File: config.mk
export PLATFORM = sky130hd
export DESIGN_NAME = alu4_seq_ctrl
export DESIGN_NICKNAME = d
export VERILOG_FILES = /design/src/rtl/alu4_seq_ctrl.sv
export SDC_FILE = /design/constraint.sdc
export NUM_CORES = 1
export LEC_CHECK = 0
export BUFFER_PORTS_ARGS = -buffer_cell sky130_fd_sc_hd__buf_2
export CORE_ASPECT_RATIO = 0.6
export CORE_MARGIN = 8
export CORE_UTILIZATION = 55
export CTS_BUF_LIST = sky130_fd_sc_hd__clkbuf_16
export DETAILED_ROUTE_END_ITERATION = 12
export GPL_TIMING_DRIVEN = 0
export PLACE_DENSITY = 0.8
export SETUP_SLACK_MARGIN = 0.02
export SLEW_MARGIN = 40
export SYNTH_ARGS = -nofsm -noshare
export SYNTH_HDL_FRONTEND = slang
export SYNTH_SLANG_ARGS = --single-unit
export TNS_END_PERCENT = 50
File: constraint.sdc
create_clock -name clk -period 2.54 [get_ports clk]
set_input_delay 0.127 -clock clk [delete_from_list [all_inputs] [get_ports clk]]
set_output_delay 0.127 -clock clk [all_outputs]
set_load 0.03 [all_outputs]
File: src/rtl/alu4_seq_ctrl.sv
// alu4_seq_ctrl
//   Multi-nibble sequencer wrapped around a 4-bit alu4 slice. Takes one
//   command per handshake and feeds the ALU one nibble per cycle, LSB first.
//   Carry is chained between nibbles. The result is collected into an
//   accumulator that has carry and zero flags.
//
// Ports
//   clk, reset            rising-edge clock, asynchronous active-high reset
//   cmd_valid/cmd_ready   command handshake
//   cmd_op                0 LOAD, 1 ADD, 2 SUB, 3 AND, 4 OR, 5 XOR, 6 ADC, 7 CLR
//   cmd_operand           right-hand (b side) operand, W bits
//   alu_x/y/z/w, alu_ci   alu4 operation select and carry in
//   alu_a, alu_b          current accumulator / operand nibble
//   alu_c, alu_g          alu4 carry vector (bit 3 used) and result nibble
//   acc, flag_c, flag_z   accumulator and flags
//   done                  one-cycle pulse when a command retires

module alu4_seq_ctrl #(
    parameter int unsigned WORD_NIBBLES = 2
) (
    input  logic                      clk,
    input  logic                      reset,
    input  logic                      cmd_valid,
    output logic                      cmd_ready,
    input  logic [2:0]                cmd_op,
    input  logic [4*WORD_NIBBLES-1:0] cmd_operand,
    output logic                      alu_x,
    output logic                      alu_y,
    output logic                      alu_z,
    output logic                      alu_w,
    output logic                      alu_ci,
    output logic [3:0]                alu_a,
    output logic [3:0]                alu_b,
    input  logic [3:0]                alu_c,
    input  logic [3:0]                alu_g,
    output logic [4*WORD_NIBBLES-1:0] acc,
    output logic                      flag_c,
    output logic                      flag_z,
    output logic                      done
);

    localparam int unsigned W     = 4 * WORD_NIBBLES;
    localparam int unsigned NIB_W = (WORD_NIBBLES > 1) ? $clog2(WORD_NIBBLES) : 1;
    localparam logic [NIB_W-1:0] LAST_NIB = NIB_W'(WORD_NIBBLES - 1);

    typedef enum logic [1:0] {
        S_IDLE,
        S_PASS,
        S_DONE
    } state_e;

    typedef enum logic [2:0] {
        OP_LOAD = 3'd0,
        OP_ADD  = 3'd1,
        OP_SUB  = 3'd2,
        OP_AND  = 3'd3,
        OP_OR   = 3'd4,
        OP_XOR  = 3'd5,
        OP_ADC  = 3'd6,
        OP_CLR  = 3'd7
    } op_e;

    state_e           state_q,   state_d;
    op_e              op_q,      op_d;
    logic [W-1:0]     operand_q, operand_d;
    logic [W-1:0]     acc_q,     acc_d;
    logic [W-1:0]     shadow_q,  shadow_d;
    logic [NIB_W-1:0] nib_q,     nib_d;
    logic             carry_q,   carry_d;
    logic             flag_c_q,  flag_c_d;
    logic             flag_z_q,  flag_z_d;

    logic [3:0] sel;
    logic       is_arith;

    // Only the top carry bit of the slice is meaningful to the sequencer.
    logic unused_alu_c;
    assign unused_alu_c = ^alu_c[2:0];

    assign is_arith = (op_q == OP_ADD) || (op_q == OP_SUB) || (op_q == OP_ADC);

    assign {alu_x, alu_y, alu_z, alu_w} = sel;
    assign acc    = acc_q;
    assign flag_c = flag_c_q;
    assign flag_z = flag_z_q;

    always_ff @(posedge clk or posedge reset) begin
        if (reset) begin
            state_q   <= S_IDLE;
            op_q      <= OP_LOAD;
            operand_q <= '0;
            acc_q     <= '0;
            shadow_q  <= '0;
            nib_q     <= '0;
            carry_q   <= 1'b0;
            flag_c_q  <= 1'b0;
            flag_z_q  <= 1'b1;
        end else begin
            state_q   <= state_d;
            op_q      <= op_d;
            operand_q <= operand_d;
            acc_q     <= acc_d;
            shadow_q  <= shadow_d;
            nib_q     <= nib_d;
            carry_q   <= carry_d;
            flag_c_q  <= flag_c_d;
            flag_z_q  <= flag_z_d;
        end
    end

    always_comb begin
        state_d   = state_q;
        op_d      = op_q;
        operand_d = operand_q;
        acc_d     = acc_q;
        shadow_d  = shadow_q;
        nib_d     = nib_q;
        carry_d   = carry_q;
        flag_c_d  = flag_c_q;
        flag_z_d  = flag_z_q;
        cmd_ready = 1'b0;
        done      = 1'b0;
        sel       = 4'b0000;
        alu_ci    = 1'b0;
        alu_a     = 4'h0;
        alu_b     = 4'h0;

        case (state_q)
            S_IDLE: begin
                cmd_ready = 1'b1;
                if (cmd_valid) begin
                    op_d      = op_e'(cmd_op);
                    operand_d = cmd_operand;
                    case (op_e'(cmd_op))
                        OP_LOAD: begin
                            acc_d    = cmd_operand;
                            flag_c_d = 1'b0;
                            flag_z_d = (cmd_operand == '0);
                            state_d  = S_DONE;
                        end
                        OP_CLR: begin
                            acc_d    = '0;
                            flag_c_d = 1'b0;
                            flag_z_d = 1'b1;
                            state_d  = S_DONE;
                        end
                        default: begin
                            nib_d   = '0;
                            state_d = S_PASS;
                        end
                    endcase
                end
            end

            S_PASS: begin
                alu_a = acc_q[{nib_q, 2'b00} +: 4];
                alu_b = operand_q[{nib_q, 2'b00} +: 4];

                case (op_q)
                    OP_ADD, OP_ADC: sel = 4'b0100;
                    OP_SUB:         sel = 4'b1100;
                    OP_AND:         sel = 4'b0010;
                    OP_OR:          sel = 4'b0011;
                    default:        sel = 4'b0000;
                endcase

                // Nibble 0 seeds the chain: SUB needs +1 for two's complement,
                // ADC takes the retained carry flag; later nibbles take the ripple.
                if (nib_q == '0) begin
                    case (op_q)
                        OP_SUB:  alu_ci = 1'b1;
                        OP_ADC:  alu_ci = flag_c_q;
                        default: alu_ci = 1'b0;
                    endcase
                end else begin
                    alu_ci = is_arith & carry_q;
                end

                shadow_d[{nib_q, 2'b00} +: 4] = alu_g;
                carry_d = alu_c[3];
                nib_d   = nib_q + 1'b1;

                if (nib_q == LAST_NIB) begin
                    acc_d    = shadow_d;
                    flag_c_d = is_arith & alu_c[3];
                    flag_z_d = (shadow_d == '0);
                    nib_d    = '0;
                    state_d  = S_DONE;
                end
            end

            S_DONE: begin
                done    = 1'b1;
                state_d = S_IDLE;
            end

            default: begin
                state_d = S_IDLE;
            end
        endcase
    end

endmodule

==> results of run 1 <==
## state kept, by name, summed over array words and instances (netlist names)
name	cells
carry_q	1
shadow_q	8
state_q	2
acc	8
operand_q	8
op_q	3
flag_c	1
flag_z	1
nib_q	1
## per-layer routing
metal / wire length [um] / vias up / share of wire / global-route usage
met3: 321 / 8 / 0.074 / 0.0664
met5: 0 / - / 0 / 0
met2: 1980 / 57 / 0.46 / 0.265
met1: 1990 / 664 / 0.46 / 0.229
met4: 38 / 0 / 0.0088 / 0.0583
li1: - / 662 / - / -
## cell type report
type,count,area (um2),share of cell area
Inverter,9,33.8,0.0160
Timing Repair Buffer,44,225,0.107
Multi-Input combinational cell,111,791,0.375
Clock buffer,5,125,0.0593
Sequential cell,33,827,0.392
Clock inverter,3,13.8,0.00652
Tap cell,42,52.6,0.0249
Buffer,8,42.5,0.0202
## worst min-delay path by stage
| stage | from | to | slack [ns] |
|---|---|---|---|
| 2_1_floorplan | alu_c[3] | carry_q | 0.23 |
| 3_3_place_gp | alu_c[3] | carry_q | 0.34 |
| 3_5_place_dp | reset | acc[1] | 0.27 |
| 4_1_cts | alu_c[3] | carry_q | 0.05 |
| 5_1_grt | alu_c[3] | carry_q | 0.09 |
| 6_report | alu_c[3] | carry_q | 0.05 |
## worst max-delay path, cell delays in order (launching register included)
cell	delay (ns)
dfrtp_1	0.43
nand2b_1	0.19
clkbuf_1	0.37
buf_1	0.51
nor2_1	0.11
buf_2	0.20
## synthesized netlist by cell type, drive strengths merged
cell	n	area [um2]
dfrtp	32	801
mux2i	23	230
nor2	22	82.6
mux2	14	161
a21oi	12	60.1
inv	9	33.8
a21o	7	52.6
buf	6	35.0
nand2	5	18.8
nand2b	5	31.3
nor3	3	15.0
clkbuf	2	7.51
nand3	2	10.0
nor2b	2	12.5
nor4	2	12.5
o21ai	2	10.0
o32ai	2	17.5
a211oi	1	7.51
a22o	1	8.76
a31oi	1	6.26
and2	1	6.26
and3	1	11.3
dfstp	1	26.3
nand3b	1	7.51
nand4	1	6.26
o211ai	1	7.51
o2bb2ai	1	8.76
or2	1	6.26
## repair_timing
item	4_1_cts	5_1_grt
hold buffers	1	0
setup endpoints to repair	0	0
hold endpoints to repair	32	0
gates resized for setup	0	0
## cell families (layout without fill, tap and decap cells)
logic type	after synthesis	in the layout	synth area share
compound gates	28	28	0.106
buf+inv	17	69	0.0450
flops	33	33	0.488
mux	37	37	0.231
simple gates	46	46	0.130
## power groups by stage
stage                     Combinational (W)  Sequential [W]  Clock [W]
after floorplan                     0.00106         0.00110          0
after global placement              0.00158        0.000958          0
after detailed placement            0.00162        0.000982          0
after CTS                           0.00163        0.000976   0.000574
after global routing                0.00175         0.00101   0.000589
final                               0.00162        0.000987   0.000563
## through the flow
stage	area [um2]	hold slack, ns	util	total power, W	worst slack (ns)
finish	2110	0.0535	0.726	0.00317	0.313
CTS	2110	0.0532	0.726	0.00318	0.314
detailed placement	1960	0.270	0.674	0.00260	0.612
global route	2110	0.0930	0.726	0.00335	0.180
global placement	1960	0.337	0.674	0.00254	0.679
floorplan	1690	0.232	-	0.00216	0.920
==> impl_metrics.yaml, run 1 <==
status:
  status: "finished, final reports clean"
critical_path:
  crit_type: "reg2out"
  timing.rr.end: "operand_q[2]"
  crit_fanout: 10
  crit_required_ns: 2.41
  end_kind: "output port"
  r2r_setup_slack_ns: 0.87
  arrival_ns: 2.10
  reg2reg_from: "state_q[1]"
  crit_start: "state_q[0]"
  worst_setup_path_start_kind: "flop"
  rr_worst_depth: 4
  crit_path_end: "alu_a[1]"
clocking:
  path_clk_slew_ns: 0.05
  cts.sinks: 33
  cts_max_level: 2
  tritoncts: "yes"
  cts_buffer_depth: 2
  numCtsBuffers: 5
  root_buffer: "clkbuf_16"
  insertion_delay_ns: 0.28
  cts_setup_buffers: 0
drt:
  drtPass1Iterations: 4
  vias_per_cell: 5.45
  drt_wl_total_mm: 4.32
  ant_nets: 0
  drcViolationCount: 0
  drt-initial-drc-count: 155
  wl_per_cell_um: 16.9
  vias: 1391
global_routing:
  grt_pass1_vias: 1382
  grt_max_degree: 34
  grt_pass1_wl_mm: 6.89
  grt_use_total: 0.177
  overflow: 0
  antenna_found_initial: 0
sta:
  clock_skew_ns: 0.00227
  slew_violations: 0
  period_needed_ns: 2.23
  max_freq_mhz: 449
  slew_headroom: 0.551
  grt_setup_unrepaired: "no"
  timing_hold_violations_final: 0
  fin_crit_sh: 0.877
  fin_tns_setup_ns: 0
  setup-violations-final: 0
  tightestPinTransition_ns: 0.672
synthesis:
  synth_area_um2: 1690
  ys_seq_elements: 33
  avgSynthCellArea_um2: 10.5
  syn_nets: 183
  ys_warn_count: 0
  synthDistinctLibCells: 31
  yosysSeqAreaShare: 0.488
  netlist_instances: 161
cells_and_area:
  layout_commonest_cell: "buf_2"
  fillers: 205
  final_cell_count_no_fill: 255
  fin_nets: 234
  synthToLayoutAreaGrowth_pct: 24.6
  drive_above_1_share: 0.338
  diodes: 0
  mostFrequentLayoutCells: "47 x buf_2, 32 x dfrtp_1, 23 x mux2i_1"
power:
  p_seq_frac: 0.311
  ir_worst_vdd_uv: 846
  clkPwrFrac: 0.178
  p_sw_w: 0.00141
  p_per_area_nw_per_um2: 1500
  p_sw_frac: 0.444
  intPower_w: 0.00176
  power_frac_comb: 0.511
  p_leak_nw: 1.06
place:
  dp_hpwl_mm: 3.21
  io_buffers: 43
  gp_congestion: 0.861
  dp_cells: 246
job:
  drv_cap: 0
die:
  die_area_um2: 5170
  row_count: 15
  start_util: 0.582
  core_area_um2: 2910
  die_h_um: 59.0
  die_w_um: 87.7
  ios: 47
min_path:
  hp-class: "in2reg"
  whs_path_depth: 3
Power figures use the tool's default switching activity.
==> run 2: changes to the inputs <==
--- a/config.mk
+++ b/config.mk
@@ -5,14 +5,16 @@
 export SDC_FILE = /design/constraint.sdc
 export NUM_CORES = 1
 export LEC_CHECK = 0
+export ABC_AREA = 1
 export BUFFER_PORTS_ARGS = -buffer_cell sky130_fd_sc_hd__buf_2
 export CORE_ASPECT_RATIO = 0.6
 export CORE_MARGIN = 8
-export CORE_UTILIZATION = 55
+export CORE_UTILIZATION = 56
 export CTS_BUF_LIST = sky130_fd_sc_hd__clkbuf_16
+export CTS_CLUSTER_SIZE = 28
 export DETAILED_ROUTE_END_ITERATION = 12
 export GPL_TIMING_DRIVEN = 0
-export PLACE_DENSITY = 0.8
+export PLACE_DENSITY = 0.81
 export SETUP_SLACK_MARGIN = 0.02
 export SLEW_MARGIN = 40
 export SYNTH_ARGS = -nofsm -noshare
==> impl_metrics.yaml, run 2 <==
status:
  status: "finished, final reports clean"
clocking:
  post_cts_resize_count: 0
  cts_buffer_depth: 2
  insertion_delay_ns: 0.28
  cts.sinks: 33
  root_buffer: "clkbuf_16"
  tritoncts: "yes"
  cts_max_level: 2
  path_clk_slew_ns: 0.05
  numCtsBuffers: 5
  cts_setup_buffers: 0
  cts_hold_buffers: 1
synthesis:
  netlist_instances: 224
  synthArstFlopShare: 1.00
  synth_area_um2: 1760
  synth_area_leaders: "dfrtp_1 46%, nand2_1 11%, nand3_1 7.4%"
  ys_warn_count: 0
  yosysTopAreaCellShare: 0.456
  ys.flop_type: "dfrtp_1"
  post-synth-top-count-cell: "nand2_1"
  synth-edff-count: 0
  ys_seq_elements: 33
  synth_top_area_cell: "dfrtp_1"
  synthDistinctLibCells: 23
  synth_common_cells: "53 x nand2_1, 32 x dfrtp_1, 27 x inv_1"
  syn_nets: 246
  avgSynthCellArea_um2: 7.84
  yosysSeqAreaShare: 0.471
place:
  gp_congestion: 0.877
  io_buffers: 43
  dp_hpwl_mm: 3.48
  pre_cts_ws_ns: 1.01
cells_and_area:
  layout_commonest_cell: "nand2_1"
  mostFrequentLayoutCells: "53 x nand2_1, 48 x buf_2, 32 x dfrtp_1"
  synthToLayoutAreaGrowth_pct: 23.7
  diodes: 0
  fin_nets: 297
  final_util: 0.741
  drive_above_1_share: 0.268
sta:
  fin_crit_sh: 0.717
  fin_tns_setup_ns: 0
  clock_skew_ns: 0.00319
  worst_slack_ns: 0.718
  grt_setup_unrepaired: "no"
  setup-violations-final: 0
  period_needed_ns: 1.82
  max_freq_mhz: 549
  slew_headroom: 0.562
  slew_violations: 0
  timing_hold_violations_final: 0
  tightestPinTransition_ns: 0.656
drt:
  vias_per_cell: 5.39
  drtPass1Iterations: 4
  drcViolationCount: 0
  vias: 1714
  ant_nets: 0
  drt_wl_total_mm: 4.70
  drt-initial-drc-count: 98
  wl_per_cell_um: 14.8
min_path:
  hp-class: "in2reg"
critical_path:
  arrival_ns: 1.69
  cp_num_buf_inv: 3
  crit_required_ns: 2.41
  crit_type: "reg2out"
  cpLargestDelayFamily: "buffers and inverters"
  crit_slowest_cell: "dfrtp_1"
  crit_top_cell: "buf_2"
  crit_fanout: 10
  worst_setup_path_start_kind: "flop"
  max_stage_delay_ns: 0.43
  crit_chain: "inv_2 -> nor2_4 -> buf_2 -> nand2_1 -> nor3_1 -> buf_2"
  end_kind: "output port"
power:
  p_per_area_nw_per_um2: 1460
  power_w: 0.00317
  p_leak_nw: 1.14
  ir_worst_vdd_uv: 960
global_routing:
  grt_use_total: 0.189
  overflow: 0
  antenna_found_initial: 0
  grt_pass1_wl_mm: 7.58
  grt_pass1_vias: 1628
  grt_max_degree: 34
die:
  ios: 47
  start_util: 0.600
  row_count: 15
  die_h_um: 59.4
  die_w_um: 88.3
  core_area_um2: 2930
  die_area_um2: 5240
job:
  drv_cap: 0
## run 2: changes by cell type after synthesis, moves of 3 or more
cell      delta
a21o_1       -7
a21oi_1      -4
inv_1       +18
inv_2        +3
mux2_2       -8
mux2i_1     -23
nand2_1     +48
nand2_2      +3
nand2b_1     -5
nand3_1     +24
nor2_1       -3
nor2_4       +3
o21a_1       +7
o21ai_0     +17
## run 2: worst register-to-register path: stages (launching register included)
cell     delay (ns)
dfrtp_1        0.44
nor2_4         0.18
nand2_2        0.18
nand2_2        0.13
inv_2          0.04
nor2_4         0.13
buf_6          0.15
nand3_1        0.09
o21a_1         0.12
## run 2: cell type report
type                       count  area, um2
buffer                         9       58.8
timing repair buffer          44        225
inverter                      30        113
clock buffer                   5        125
clock inverter                 3       12.5
sequential                    33        827
fill                         242        757
tap                           42       52.6
multi-input combinational    152        757
## run 2: path summary, 6_finish.rpt
path	slack, ns	cells past startpoint	from	endpoint
min in group asynchronous	0.49	3	reset	op_q[0]
setup reg to reg	0.97	8	state_q[1]	acc[6]
hold / removal	0.08	3	alu_c[3]	carry_q
hold reg to reg	0.48	2	carry_q	carry_q
max in group asynchronous	1.62	3	reset	acc[4]
setup / recovery	0.72	6	state_q[0]	alu_x
## run 2: report_power, final
part	leakage [nW]	total (W)	internal, W	switching (W)
clock network	0.0687	0.000566	0.000354	0.000212
registers	0.392	0.000937	0.000792	0.000145
logic	0.676	0.00167	0.000528	0.00114
## run 2: per-layer routing
layer / wire length [um] / track usage / vias to the layer above
met5: 0 / 0 / -
met4: 61 / 0.0692 / 0
met3: 400 / 0.0567 / 7
met2: 1970 / 0.267 / 80
met1: 2260 / 0.264 / 799
li1: - / - / 828
## run 2: logic make-up (layout without fill, tap and decap cells)
group,Yosys count,in the layout,synth area share
compound gates,40,40,0.130
flops,33,33,0.471
buf+inv,39,91,0.0976
simple gates,107,107,0.269
mux,5,5,0.0321
## run 2: stage by stage
step	hold slack (ns)	cells	instance area [um2]
2_1_floorplan	0.244	224	1760
3_3_place_gp	0.365	309	2020
3_5_place_dp	0.267	309	2020
4_1_cts	0.0804	318	2170
5_1_grt	0.106	318	2170
6_report	0.0797	318	2170
